--- src/rtl/femto_nmi_bridge_if.sv ---
// rtl/femto_nmi_bridge_if.sv - native memory interface (nmi_if) bundle
//
// Ports (per modport):
//   master: drives valid, addr, wdata, wstrb; samples ready, rdata
//   slave : samples valid, addr, wdata, wstrb; drives ready, rdata
// wstrb == 0 marks a read; valid is held until the cycle ready is seen high.

interface nmi_if;
   logic        valid;
   logic        ready;
   logic [31:0] addr;
   logic [31:0] wdata;
   logic [3:0]  wstrb;
   logic [31:0] rdata;

   modport master (output valid, output addr, output wdata, output wstrb,
                   input  ready, input  rdata);
   modport slave  (input  valid, input  addr, input  wdata, input  wstrb,
                   output ready, output rdata);
endinterface

--- src/rtl/femto_nmi_bridge.sv ---
// rtl/femto_nmi_bridge.sv - strobe/busy core port to nmi valid/ready bridge with watchdog
//
// Ports:
//   clk_i, rst_n_i   : clock, asynchronous active-low reset
//   core_addr_i      : byte address, sampled when a request is accepted
//   core_wdata_i     : write data, sampled when a request is accepted
//   core_wmask_i     : byte write mask, non-zero for one cycle = write request
//   core_rstrb_i     : one-cycle read request strobe
//   core_rdata_o     : registered read data (ERR_RDATA after a timed-out read)
//   core_rbusy_o     : read in progress
//   core_wbusy_o     : write in progress
//   err_o            : sticky watchdog timeout flag
//   err_clr_i        : clears err_o (a timeout in the same cycle wins)
//   nmi              : native memory interface, master side
// Parameters:
//   TIMEOUT_CYCLES   : max cycles a request may wait for ready, 0 disables
//   ERR_RDATA        : read data returned on a timed-out read

module femto_nmi_bridge #(
   parameter int unsigned TIMEOUT_CYCLES = 1024,
   parameter logic [31:0] ERR_RDATA      = 32'hDEAD_BEEF
) (
   input  logic        clk_i,
   input  logic        rst_n_i,
   input  logic [31:0] core_addr_i,
   input  logic [31:0] core_wdata_i,
   input  logic [3:0]  core_wmask_i,
   input  logic        core_rstrb_i,
   output logic [31:0] core_rdata_o,
   output logic        core_rbusy_o,
   output logic        core_wbusy_o,
   output logic        err_o,
   input  logic        err_clr_i,
   nmi_if.master       nmi
);

   localparam bit          WD_EN   = (TIMEOUT_CYCLES != 0);
   // Counter value in the last permitted REQ cycle; abort fires there if ready is low.
   localparam logic [31:0] WD_LAST = WD_EN ? 32'(TIMEOUT_CYCLES - 1) : 32'd0;

   typedef enum logic {IDLE, REQ} state_t;

   state_t      state;
   state_t      state_nxt;
   logic [15:0] wd_cnt;

   logic        accept_wr;
   logic        accept_rd;
   logic        done;
   logic        expire;

   // State register
   always_ff @(posedge clk_i or negedge rst_n_i) begin
      if (!rst_n_i) begin
         state <= IDLE;
      end else begin
         state <= state_nxt;
      end
   end

   // Next-state logic
   always_comb begin
      state_nxt = state;
      case (state)
         IDLE:    if (accept_wr || accept_rd) state_nxt = REQ;
         REQ:     if (done || expire)         state_nxt = IDLE;
         default: state_nxt = IDLE;
      endcase
   end

   // Decode of the events that steer the datapath registers.
   // A write mask wins over a simultaneous read strobe; strobes in REQ are ignored.
   always_comb begin
      accept_wr = 1'b0;
      accept_rd = 1'b0;
      done      = 1'b0;
      expire    = 1'b0;
      if (state == IDLE) begin
         accept_wr = (core_wmask_i != 4'd0);
         accept_rd = core_rstrb_i && (core_wmask_i == 4'd0);
      end else begin
         done   = nmi.ready;
         // ready in the expiry cycle completes normally
         expire = WD_EN && !nmi.ready && ({16'd0, wd_cnt} == WD_LAST);
      end
   end

   // Transaction registers: everything the core and the slave see is a flop.
   always_ff @(posedge clk_i or negedge rst_n_i) begin
      if (!rst_n_i) begin
         nmi.valid    <= 1'b0;
         nmi.addr     <= 32'd0;
         nmi.wdata    <= 32'd0;
         nmi.wstrb    <= 4'd0;
         core_rdata_o <= 32'd0;
         core_rbusy_o <= 1'b0;
         core_wbusy_o <= 1'b0;
         wd_cnt       <= 16'd0;
      end else begin
         if (accept_wr || accept_rd) begin
            nmi.valid    <= 1'b1;
            nmi.addr     <= core_addr_i;
            nmi.wdata    <= core_wdata_i;
            nmi.wstrb    <= accept_wr ? core_wmask_i : 4'd0;
            core_rbusy_o <= accept_rd;
            core_wbusy_o <= accept_wr;
            wd_cnt       <= 16'd0;
         end else if (done || expire) begin
            nmi.valid    <= 1'b0;
            core_rbusy_o <= 1'b0;
            core_wbusy_o <= 1'b0;
            // rbusy doubles as the "current transaction is a read" flag
            if (core_rbusy_o) begin
               core_rdata_o <= done ? nmi.rdata : ERR_RDATA;
            end
         end else if ((state == REQ) && (wd_cnt != 16'hFFFF)) begin
            wd_cnt <= wd_cnt + 16'd1;
         end
      end
   end

   // Sticky timeout flag; a timeout beats a clear in the same cycle.
   always_ff @(posedge clk_i or negedge rst_n_i) begin
      if (!rst_n_i) begin
         err_o <= 1'b0;
      end else if (expire) begin
         err_o <= 1'b1;
      end else if (err_clr_i) begin
         err_o <= 1'b0;
      end
   end

endmodule
--- src/flat_wrapper.sv ---
// flat-port wrapper written by rule: the top's interface ports become plain ports
module femto_nmi_bridge_flat 
#(
   parameter int unsigned TIMEOUT_CYCLES = 1024,
   parameter logic [31:0] ERR_RDATA      = 32'hDEAD_BEEF
)
  (clk_i, rst_n_i, core_addr_i, core_wdata_i, core_wmask_i, core_rstrb_i, core_rdata_o, core_rbusy_o, core_wbusy_o, err_o, err_clr_i, nmi_valid, nmi_addr, nmi_wdata, nmi_wstrb, nmi_ready, nmi_rdata);
  nmi_if nmi_i ();
  input  logic clk_i;
  input  logic rst_n_i;
  input  logic [31:0] core_addr_i;
  input  logic [31:0] core_wdata_i;
  input  logic [3:0] core_wmask_i;
  input  logic core_rstrb_i;
  output logic [31:0] core_rdata_o;
  output logic core_rbusy_o;
  output logic core_wbusy_o;
  output logic err_o;
  input  logic err_clr_i;
  output wire logic [$bits(nmi_i.valid)-1:0] nmi_valid;
  output wire logic [$bits(nmi_i.addr)-1:0] nmi_addr;
  output wire logic [$bits(nmi_i.wdata)-1:0] nmi_wdata;
  output wire logic [$bits(nmi_i.wstrb)-1:0] nmi_wstrb;
  input wire logic [$bits(nmi_i.ready)-1:0] nmi_ready;
  input wire logic [$bits(nmi_i.rdata)-1:0] nmi_rdata;
  assign nmi_valid = nmi_i.valid;
  assign nmi_addr = nmi_i.addr;
  assign nmi_wdata = nmi_i.wdata;
  assign nmi_wstrb = nmi_i.wstrb;
  assign nmi_i.ready = nmi_ready;
  assign nmi_i.rdata = nmi_rdata;
  femto_nmi_bridge #(.TIMEOUT_CYCLES(TIMEOUT_CYCLES), .ERR_RDATA(ERR_RDATA)) u_core (.clk_i(clk_i), .rst_n_i(rst_n_i), .core_addr_i(core_addr_i), .core_wdata_i(core_wdata_i), .core_wmask_i(core_wmask_i), .core_rstrb_i(core_rstrb_i), .core_rdata_o(core_rdata_o), .core_rbusy_o(core_rbusy_o), .core_wbusy_o(core_wbusy_o), .err_o(err_o), .err_clr_i(err_clr_i), .nmi(nmi_i));
endmodule
--- config.mk ---
export PLATFORM = sky130hd
export DESIGN_NAME = femto_nmi_bridge_flat
export DESIGN_NICKNAME = d
export VERILOG_FILES = /design/src/rtl/femto_nmi_bridge_if.sv /design/src/rtl/femto_nmi_bridge.sv /design/src/flat_wrapper.sv
export SDC_FILE = /design/constraint.sdc
export NUM_CORES = 1
export LEC_CHECK = 0
export BUFFER_PORTS_ARGS = -buffer_cell sky130_fd_sc_hd__buf_2
export CAP_MARGIN = 10
export CORE_MARGIN = 2
export CORE_UTILIZATION = 47
export CTS_CLUSTER_SIZE = 28
export DETAILED_ROUTE_END_ITERATION = 8
export HOLD_SLACK_MARGIN = 0.12
export PLACE_DENSITY = 0.79
export SETUP_SLACK_MARGIN = 0.02
export SYNTH_ARGS = -nofsm -noshare
export SYNTH_HDL_FRONTEND = slang
export SYNTH_SLANG_ARGS = --single-unit
--- constraint.sdc ---
create_clock -name clk_i -period 2.55 [get_ports clk_i]
set_input_delay 0.1275 -clock clk_i [delete_from_list [all_inputs] [get_ports clk_i]]
set_output_delay 0.1275 -clock clk_i [all_outputs]
set_load 0.1 [all_outputs]
==> flow_metrics.py <==
metrics = {
    "placed_design": {
        "port_buffers": 208,
        "gp_congestion": 0.808,
        "place_hpwl_um": 8300,
        "place_inst": 825,
    },
    "detailed_routing": {
        "ant_nets": 0,
        "drt-wirelength-per-cell_um": 16.1,
        "wl_met3_um": 1200,
        "drt-pass1-iter-count": 7,
        "drt_iter0_drc": 396,
        "drc": 0,
        "top_layer": "met4",
        "wirelength_um": 15500,
        "wl_met2_um": 7950,
        "vias": 4987,
        "wl_met1_um": 5630,
        "via_per_inst": 5.19,
    },
    "sta": {
        "slew_viol_final": 0,
        "worst_slew_margin_rel_pct": 51.2,
        "worst_slew_pin_slew_ns": 0.729,
        "fin_crit_ns": 2.25,
        "clock.fmax_mhz": 444,
        "min_period_over_period_pct": 88.4,
        "final-setup-viol-count": 0,
        "rsz0062_at_grt": "false",
        "setup-tns-final_ns": 0,
        "clock_skew_ns": 0.00713,
        "hold_viol": 0,
    },
    "worst_setup_path": {
        "critPathRequiredTime_ns": 2.94,
        "crit_chain": "ha_1 > nand3_2 > nor4_4 > and3_4 > a21oi_2 > nand2_1 > a21oi_1 > dlygate4sd3_1",
        "slowest_delay_ns": 0.57,
        "start_kind": "flip-flop",
        "crit_arrival_ns": 2.64,
        "crit_path_max_fanout": 8,
        "cp_num_buf_inv": 1,
        "critPathTopFamily": "simple AND/OR/NAND/NOR gates",
        "critPathKind": "reg2reg",
        "slowest_stage": "dlygate4sd3_1",
        "end_kind": "flip-flop",
    },
    "grt": {
        "grt_usage_pct": 28.8,
        "grt_max_degree": 78,
        "grt_pass1_wl_um": 25100,
        "grt_pass1_vias": 5233,
        "grt_overflow": 0,
        "antenna_found_initial": 0,
    },
    "synthesis": {
        "synth_area_mm2": 0.00484,
        "ys_ff_latch": 121,
        "synth_top_area_cell": "dfrtp_1",
        "synthDistinctLibCells": 37,
        "synthTopCellsByArea": "dfrtp_1 63%, nand2_1 17%, o22a_1 4.3%",
        "syn_inst": 496,
        "synth.top_cell.area_share_pct": 62.6,
        "seq_area_frac_synth_pct": 62.6,
        "synth.avg_cell_area_um2": 9.75,
        "synth_nets": 602,
        "yosys_warnings": 0,
    },
    "finish": {
        "syn_to_final_growth_pct": 59.3,
        "instances_no_fill": 961,
        "final_common_cell": "nand2_1",
        "nets": 919,
        "diodes": 0,
        "final_util_pct": 76.0,
        "final_cell_mix": "217 x nand2_1, 207 x buf_2, 121 x dfrtp_1, 105 x dlygate4sd3_1, 24 x o22a_1",
        "final_layout_size_suffix_gt1_share_pct": 31.0,
    },
    "clocking": {
        "cts.htree.levels": 4,
        "clockRootBuffer": "clkbuf_8",
        "post_cts_buffers": 0,
        "cts.clk_slew.worst_paths_ns": 0.06,
        "cts_tree": "done",
        "cts_buffer_depth": 2,
        "cts_sinks": 121,
        "clock_latency_ns": 0.51,
        "cts_buffers": 17,
    },
    "floorplanning": {
        "die_h_um": 105,
        "core-area_mm2": 0.0101,
        "ios": 209,
        "std_cell_rows": 37,
        "start_util_pct": 47.7,
        "dieWidth_um": 105,
        "die_area_mm2": 0.0111,
    },
    "job": {
        "cap_violations": 0,
    },
    "outcome": {
        "status": "complete, no violations",
    },
    "worst_hold_path": {
        "hold_path_class": "in2async",
    },
}
metal layers:
layer | vias up | track usage [%]
li1 | 2273 | -
met1 | 2358 | 32.4
met2 | 283 | 48.3
met3 | 73 | 8.47
met4 | 0 | 17.2
met5 | - | 0
cell families after synthesis:
logic type | after synthesis | synth area share (%)
simple gates | 274 | 23.7
flops | 121 | 62.6
compound gates | 68 | 10.2
buf+inv | 31 | 3.03
mux | 1 | 0.207
fa+ha+maj | 1 | 0.259
path summary, 6_finish.rpt:
check                                     startpoint                   end  slack, ns  cells after the start
worst max-delay path                u_core.wd_cnt[0]   u_core.core_rbusy_o       0.30                      8
worst min-delay path                         rst_n_i  u_core.nmi.wdata[16]       0.20                      2
worst max register to register      u_core.wd_cnt[0]   u_core.core_rbusy_o       0.30                      8
worst min register to register  u_core.nmi.wdata[16]  u_core.nmi.wdata[16]       0.47                      2
max in group asynchronous                    rst_n_i   u_core.nmi.addr[15]       1.56                      3
min in group clk_i                   core_addr_i[28]   u_core.nmi.addr[28]       0.35                      4
cell usage after synthesis (all sizes together):
master	instances
or4	1
nor4	2
nand3	14
and2	1
or2	2
a21oi	5
nand2b	3
clkbuf	15
dfrtp	121
inv	7
and3	7
nor3	9
o21a	1
ha	1
or3	4
o31ai	2
buf	9
nor2	9
nand4	2
a22o	8
nand2	217
o21ai	20
a31o	2
nor2b	2
o22a	24
and4	1
a21o	5
o211ai	1
mux2i	1
flip-flops by register name, summed over array words and instances (netlist names):
name                 count
u_core.state             1
u_core.wd_cnt           16
u_core.err_o             1
u_core.nmi.addr         32
u_core.nmi.wdata        32
u_core.core_wbusy_o      1
u_core.core_rdata_o     32
u_core.nmi.valid         1
u_core.nmi.wstrb         4
u_core.core_rbusy_o      1
worst reg2reg max path, stage by stage, from the launching register on:
cell           delay (ns)
dfrtp_1              0.38
ha_1                 0.24
nand3_2              0.17
nor4_4               0.24
and3_4               0.30
a21oi_2              0.08
nand2_1              0.09
a21oi_1              0.07
dlygate4sd3_1        0.57
layout make-up:
cell class / count / area (µm²)
Fill cell: 616 / 2430
Sequential cell: 121 / 3030
Multi-Input combinational cell: 344 / 1680
Clock buffer: 18 / 418
Clock inverter: 13 / 215
Tap cell: 136 / 170
Timing Repair Buffer: 322 / 2170
Inverter: 7 / 26.3
timing repair:
item                                    CTS  global route
endpoints found under the setup margin    0            12
gates resized for setup                   0             2
hold endpoints to repair                148             0
hold buffers                            105             0
through the flow:
| step | setup slack (ns) | hold WS, ns | cell area (µm²) |
|---|---|---|---|
| 3_3_place_gp | 0.325 | 0.154 | 6020 |
| 4_1_cts | 0.0869 | 0.204 | 7700 |
| 2_1_floorplan | 0.465 | -0.168 | 4840 |
| 6_report | 0.295 | 0.199 | 7710 |
| 5_1_grt | 0.123 | 0.237 | 7710 |
| 3_5_place_dp | 0.215 | 0.171 | 6020 |
Power is left out: the tool's default activity adds up to more than one toggle a clock period on the data nets, which glitch-free logic cannot reach.
